==> config.mk <==
export PLATFORM = sky130hd
export DESIGN_NAME = wishbone_dma_flat
export DESIGN_NICKNAME = d
export VERILOG_FILES = /design/src/rtl/wishbone_dma_if.sv /design/src/rtl/wishbone_dma.sv /design/src/flat_wrapper.sv
export SDC_FILE = /design/constraint.sdc
export NUM_CORES = 1
export LEC_CHECK = 0
export CAP_MARGIN = 15
export CORE_AREA = 2 2 137 139
export CTS_CLUSTER_SIZE = 10
export DETAILED_ROUTE_END_ITERATION = 10
export DIE_AREA = 0 0 139 141
export GPL_TIMING_DRIVEN = 0
export PLACE_DENSITY = 0.95
export SLEW_MARGIN = 20
export SYNTH_ARGS = -nofsm -noshare
export SYNTH_HDL_FRONTEND = slang
export SYNTH_SLANG_ARGS = --single-unit
==> constraint.sdc <==
create_clock -name clk -period 8.2 [get_ports clk]
set_input_delay 1.64 -clock clk [delete_from_list [all_inputs] [get_ports clk]]
set_output_delay 1.64 -clock clk [all_outputs]
set_load 0.01 [all_outputs]
==> src/rtl/wishbone_dma_if.sv <==
// Wishbone classic bus bundle shared by the DMA master and the memory slave it copies through.
interface wishbone_interface;
   logic        cyc;
   logic        stb;
   logic        we;
   logic [31:0] adr;
   logic [3:0]  sel;
   logic [31:0] dat_mosi;
   logic        ack;
   logic        err;
   logic [31:0] dat_miso;

   modport master (
      output cyc, stb, we, adr, sel, dat_mosi,
      input  ack, err, dat_miso
   );

   modport slave (
      input  cyc, stb, we, adr, sel, dat_mosi,
      output ack, err, dat_miso
   );
endinterface

==> src/rtl/wishbone_dma.sv <==
// Word-by-word memory-to-memory copy engine: one read then one write per word over a Wishbone master,
// aborting on bus error or when the slave stays silent for TIMEOUT wait cycles.
module wishbone_dma #(
   parameter int unsigned TIMEOUT = 255
) (
   input  logic        clk,
   input  logic        rst,
   input  logic        start,
   input  logic [31:0] src_addr,
   input  logic [31:0] dst_addr,
   input  logic [15:0] len,
   output logic        busy,
   output logic        done,
   output logic        error,
   wishbone_interface.master m
);

   localparam int unsigned   CW        = (TIMEOUT < 2) ? 1 : $clog2(TIMEOUT + 1);
   localparam logic [CW-1:0] WAIT_LAST = CW'(TIMEOUT - 1);

   typedef enum logic [2:0] {
      IDLE,
      RD_REQ,
      RD_WAIT,
      WR_REQ,
      WR_WAIT
   } state_t;

   state_t        state_q;
   logic [31:0]   srcAddr_q;
   logic [31:0]   dstAddr_q;
   logic [15:0]   len_q;
   logic [15:0]   idx_q;
   logic [CW-1:0] waitCnt_q;
   logic          busy_q;
   logic          done_q;
   logic          error_q;
   logic          cyc_q;
   logic          stb_q;
   logic          we_q;
   logic [3:0]    sel_q;
   logic [31:0]   adr_q;
   logic [31:0]   datMosi_q;

   logic [15:0]   idxInc_d;
   logic          timedOut_d;
   logic          abort_d;

   // A late ack on the last permitted wait cycle still counts; err always wins over ack.
   assign idxInc_d   = idx_q + 16'd1;
   assign timedOut_d = (waitCnt_q == WAIT_LAST) && !m.ack;
   assign abort_d    = m.err || timedOut_d;

   // datMosi_q doubles as the holding register for the word in flight between read and write.
   always_ff @(posedge clk) begin
      if (rst) begin
         state_q   <= IDLE;
         srcAddr_q <= '0;
         dstAddr_q <= '0;
         len_q     <= '0;
         idx_q     <= '0;
         waitCnt_q <= '0;
         busy_q    <= 1'b0;
         done_q    <= 1'b0;
         error_q   <= 1'b0;
         cyc_q     <= 1'b0;
         stb_q     <= 1'b0;
         we_q      <= 1'b0;
         sel_q     <= 4'h0;
         adr_q     <= '0;
         datMosi_q <= '0;
      end else begin
         done_q  <= 1'b0;
         error_q <= 1'b0;
         case (state_q)
            IDLE: begin
               if (start) begin
                  if (len == 16'd0) begin
                     done_q <= 1'b1;
                  end else begin
                     srcAddr_q <= src_addr;
                     dstAddr_q <= dst_addr;
                     len_q     <= len;
                     idx_q     <= '0;
                     waitCnt_q <= '0;
                     busy_q    <= 1'b1;
                     cyc_q     <= 1'b1;
                     stb_q     <= 1'b1;
                     we_q      <= 1'b0;
                     sel_q     <= 4'hF;
                     adr_q     <= src_addr;
                     state_q   <= RD_REQ;
                  end
               end
            end

            RD_REQ: begin
               stb_q     <= 1'b0;
               waitCnt_q <= '0;
               state_q   <= RD_WAIT;
            end

            RD_WAIT: begin
               if (abort_d) begin
                  busy_q  <= 1'b0;
                  done_q  <= 1'b1;
                  error_q <= 1'b1;
                  cyc_q   <= 1'b0;
                  stb_q   <= 1'b0;
                  we_q    <= 1'b0;
                  sel_q   <= 4'h0;
                  state_q <= IDLE;
               end else if (m.ack) begin
                  datMosi_q <= m.dat_miso;
                  stb_q     <= 1'b1;
                  we_q      <= 1'b1;
                  adr_q     <= dstAddr_q + {16'd0, idx_q};
                  state_q   <= WR_REQ;
               end else begin
                  waitCnt_q <= waitCnt_q + CW'(1);
               end
            end

            WR_REQ: begin
               stb_q     <= 1'b0;
               waitCnt_q <= '0;
               state_q   <= WR_WAIT;
            end

            WR_WAIT: begin
               if (abort_d) begin
                  busy_q  <= 1'b0;
                  done_q  <= 1'b1;
                  error_q <= 1'b1;
                  cyc_q   <= 1'b0;
                  stb_q   <= 1'b0;
                  we_q    <= 1'b0;
                  sel_q   <= 4'h0;
                  state_q <= IDLE;
               end else if (m.ack) begin
                  idx_q <= idxInc_d;
                  if (idxInc_d == len_q) begin
                     busy_q  <= 1'b0;
                     done_q  <= 1'b1;
                     cyc_q   <= 1'b0;
                     stb_q   <= 1'b0;
                     we_q    <= 1'b0;
                     sel_q   <= 4'h0;
                     state_q <= IDLE;
                  end else begin
                     stb_q   <= 1'b1;
                     we_q    <= 1'b0;
                     adr_q   <= srcAddr_q + {16'd0, idxInc_d};
                     state_q <= RD_REQ;
                  end
               end else begin
                  waitCnt_q <= waitCnt_q + CW'(1);
               end
            end

            default: begin
               state_q <= IDLE;
            end
         endcase
      end
   end

   assign busy       = busy_q;
   assign done       = done_q;
   assign error      = error_q;
   assign m.cyc      = cyc_q;
   assign m.stb      = stb_q;
   assign m.we       = we_q;
   assign m.sel      = sel_q;
   assign m.adr      = adr_q;
   assign m.dat_mosi = datMosi_q;

endmodule

==> src/flat_wrapper.sv <==
// flat-port wrapper written by rule: the top's interface ports become plain ports
module wishbone_dma_flat 
#(
   parameter int unsigned TIMEOUT = 255
)
  (clk, rst, start, src_addr, dst_addr, len, busy, done, error, m_cyc, m_stb, m_we, m_adr, m_sel, m_dat_mosi, m_ack, m_err, m_dat_miso);
  wishbone_interface m_i ();
  input  logic clk;
  input  logic rst;
  input  logic start;
  input  logic [31:0] src_addr;
  input  logic [31:0] dst_addr;
  input  logic [15:0] len;
  output logic busy;
  output logic done;
  output logic error;
  output wire logic [$bits(m_i.cyc)-1:0] m_cyc;
  output wire logic [$bits(m_i.stb)-1:0] m_stb;
  output wire logic [$bits(m_i.we)-1:0] m_we;
  output wire logic [$bits(m_i.adr)-1:0] m_adr;
  output wire logic [$bits(m_i.sel)-1:0] m_sel;
  output wire logic [$bits(m_i.dat_mosi)-1:0] m_dat_mosi;
  input wire logic [$bits(m_i.ack)-1:0] m_ack;
  input wire logic [$bits(m_i.err)-1:0] m_err;
  input wire logic [$bits(m_i.dat_miso)-1:0] m_dat_miso;
  assign m_cyc = m_i.cyc;
  assign m_stb = m_i.stb;
  assign m_we = m_i.we;
  assign m_adr = m_i.adr;
  assign m_sel = m_i.sel;
  assign m_dat_mosi = m_i.dat_mosi;
  assign m_i.ack = m_ack;
  assign m_i.err = m_err;
  assign m_i.dat_miso = m_dat_miso;
  wishbone_dma #(.TIMEOUT(TIMEOUT)) u_core (.clk(clk), .rst(rst), .start(start), .src_addr(src_addr), .dst_addr(dst_addr), .len(len), .busy(busy), .done(done), .error(error), .m(m_i));
endmodule
==> out/results.ini <==
[outcome]
status=finished, final reports clean

[route]
dr.pass1.iters=9
drt_iter0_drc=1549
via_per_inst=6.44
routed_wirelength_um=37800
wl_per_cell_um=20.8
ant_nets=0
drcViolationCount=0
vias=11700

[synthesis]
syn_area_per_cell_um2=7.65
synth_area_um2=10400
synth_fp_nets=1519
synth_top_area_share=0.339
synth-seq-area-share=0.339
yosysUniqueCellTypes=75
synth_flop_cell=dfxtp_1
synth_edf_count=0
yosys_warnings=0
yosysTopAreaCell=dfxtp_1
synth_seq_cells=176
synth_cells=1360
synthArstFlopShare=0
synth_area_leaders=dfxtp_1 (34%), nand2_1 (11%), a21oi_1 (10%)

[placed_design]
hpwl_um=28600
port_buffers=189
placed_area_um2=12600
place.gp.congestion=1.05
dp_slack_ps=2700

[floorplanning]
num_rows=50
core-area_um2=18300
die_y_um=141
ios=191
die_x_um=139
die_area_um2=19600
initial_core_util=0.569

[setup_path]
start_kind=input port
cp.required_ps=8570
critPathKind=in2reg
crit_path_end_kind=flip-flop
critPathMaxFanout=10
arrival_ps=5740

[global_routing]
gr-total-overflow=0
grt_pass1_wl_um=58200
grt_max_degree=22
grt_use_total=0.376
antenna_found_initial=0
grt_pass1_vias=11000

[cts]
post_cts_buffers=0
ctsHoldBuffers=0
path_clk_slew_ps=90
cts_buffers=17
cts_resized=0
clock-root-buffer=clkbuf_16
clk_latency_ps=450
clk_path_buf_depth=2
clock_sinks=176
htreeDepth=4
cts_tree=yes

[finish]
post-route-cell-area_um2=13200
final_common_cell=nand2_1
drive_gt1_frac=0.0601
fin_nets=1728
diodes=0
layout_common_cells=nand2_1 (298), a21oi_1 (210), clkdlybuf4s50_1 (189)
syn2layout_area_growth_pct=27.2

[power]
power_mw=2.23
p_leak_nw=4.95
powerDensity_nw_per_um2=168
peakVddDrop_mv=0.156

[sta]
tightest_slew_ps=1250
fin_crit_sh=0.654
setup-tns-final_ps=0
setup_ws_ps=2830
fmax_ghz=0.186
hold_violations=0
relSlewSlack=0.167
setup_viol=0
fin_crit_ps=5370
finalClockSkew_ps=15.6
rsz0062_at_grt=no
drv_slew=0

[worst_hold_path]
min_path_type=reg2reg

[job]
cap_violations=0

state kept, by name (all words and copies together) (netlist names):
name	cells
u_core.len_q	16
u_core.error	1
u_core.state_q	3
u_core.idx_q	16
u_core.m.sel	1
u_core.m.adr	32
u_core.m.we	1
u_core.m.stb	1
u_core.done	1
u_core.waitCnt_q	8
u_core.m.dat_mosi	32
u_core.dstAddr_q	32
u_core.srcAddr_q	32
critical path, stage by stage:
cell,delay (ps)
clkdlybuf4s50_1,410
or4_1,560
o41ai_1,970
nand2b_1,360
or3_1,180
clkbuf_1,660
clkbuf_1,620
nand2_1,140
a21oi_1,180
cell usage after synthesis, drive strengths merged (7+ instances only):
| library cell | count |
|---|---|
| a311oi | 12 |
| nand4 | 19 |
| nor4 | 11 |
| clkbuf | 79 |
| nor2 | 92 |
| nand2b | 7 |
| inv | 23 |
| nor3b | 9 |
| dfxtp | 176 |
| buf | 16 |
| o21ai | 47 |
| ha | 40 |
| nand2 | 298 |
| mux2i | 9 |
| a221oi | 14 |
| and2 | 12 |
| xnor2 | 29 |
| a31oi | 7 |
| a21oi | 210 |
| o211ai | 7 |
| nor2b | 10 |
| a21o | 12 |
| a211oi | 30 |
| a32oi | 8 |
| and3 | 13 |
| a22oi | 11 |
| xor2 | 31 |
| nand3 | 23 |
| nor3 | 27 |
power by group:
group          internal, mW  total [mW]  switching (mW)
clock                 0.420       0.856           0.436
sequential            0.904       0.949          0.0450
combinational         0.187       0.421           0.234
per-stage QoR:
step | hold WS (ps) | instances | utilization
2_1_floorplan | 440 | 1360 | -
3_3_place_gp | 442 | 1783 | 0.689
3_5_place_dp | 446 | 1784 | 0.690
4_1_cts | 458 | 1816 | 0.724
5_1_grt | 469 | 1816 | 0.724
6_report | 457 | 1816 | 0.724
routing by layer:
layer	vias to the layer above	share of wire	GRT usage
met5	-	0	0.0100
met4	0	0.058	0.191
met3	208	0.12	0.0873
met2	824	0.44	0.595
met1	5387	0.38	0.482
li1	5269	-	-
kinds of logic (layout without fill, tap and decap cells):
kind of cell / count (synthesis) / in the layout / synth area share
and+or+nand+nor: 544 / 544 / 0.240
AOI/OAI and AO/OA: 407 / 407 / 0.258
DFF: 176 / 176 / 0.339
buffers and inverters: 118 / 340 / 0.0483
xor gates and xnor gates: 60 / 60 / 0.0505
adders and majority gates: 42 / 42 / 0.0520
muxes: 13 / 13 / 0.0130
path summary, 6_finish.rpt:
| check | startpoint | endpoint | slack, ps | cells past startpoint |
|---|---|---|---|---|
| max reg2reg | u_core.idx_q[0] | u_core.m.adr[27] | 3230 | 14 |
| min reg2reg | u_core.m.dat_mosi[3] | u_core.m.dat_mosi[3] | 460 | 2 |
| min | u_core.m.dat_mosi[3] | u_core.m.dat_mosi[3] | 460 | 2 |
| max | len[10] | u_core.srcAddr_q[29] | 2830 | 9 |
layout make-up:
class / instances / area [µm²]
clock inverter: 15 / 206
fill: 1431 / 5040
multi-input combinational: 1066 / 6380
inverter: 23 / 86.3
timing repair buffer: 190 / 1900
clock buffer: 17 / 425
sequential: 176 / 3520
buffer: 95 / 415
tap: 234 / 293
Note: power is estimated with default switching activity, not from simulation.
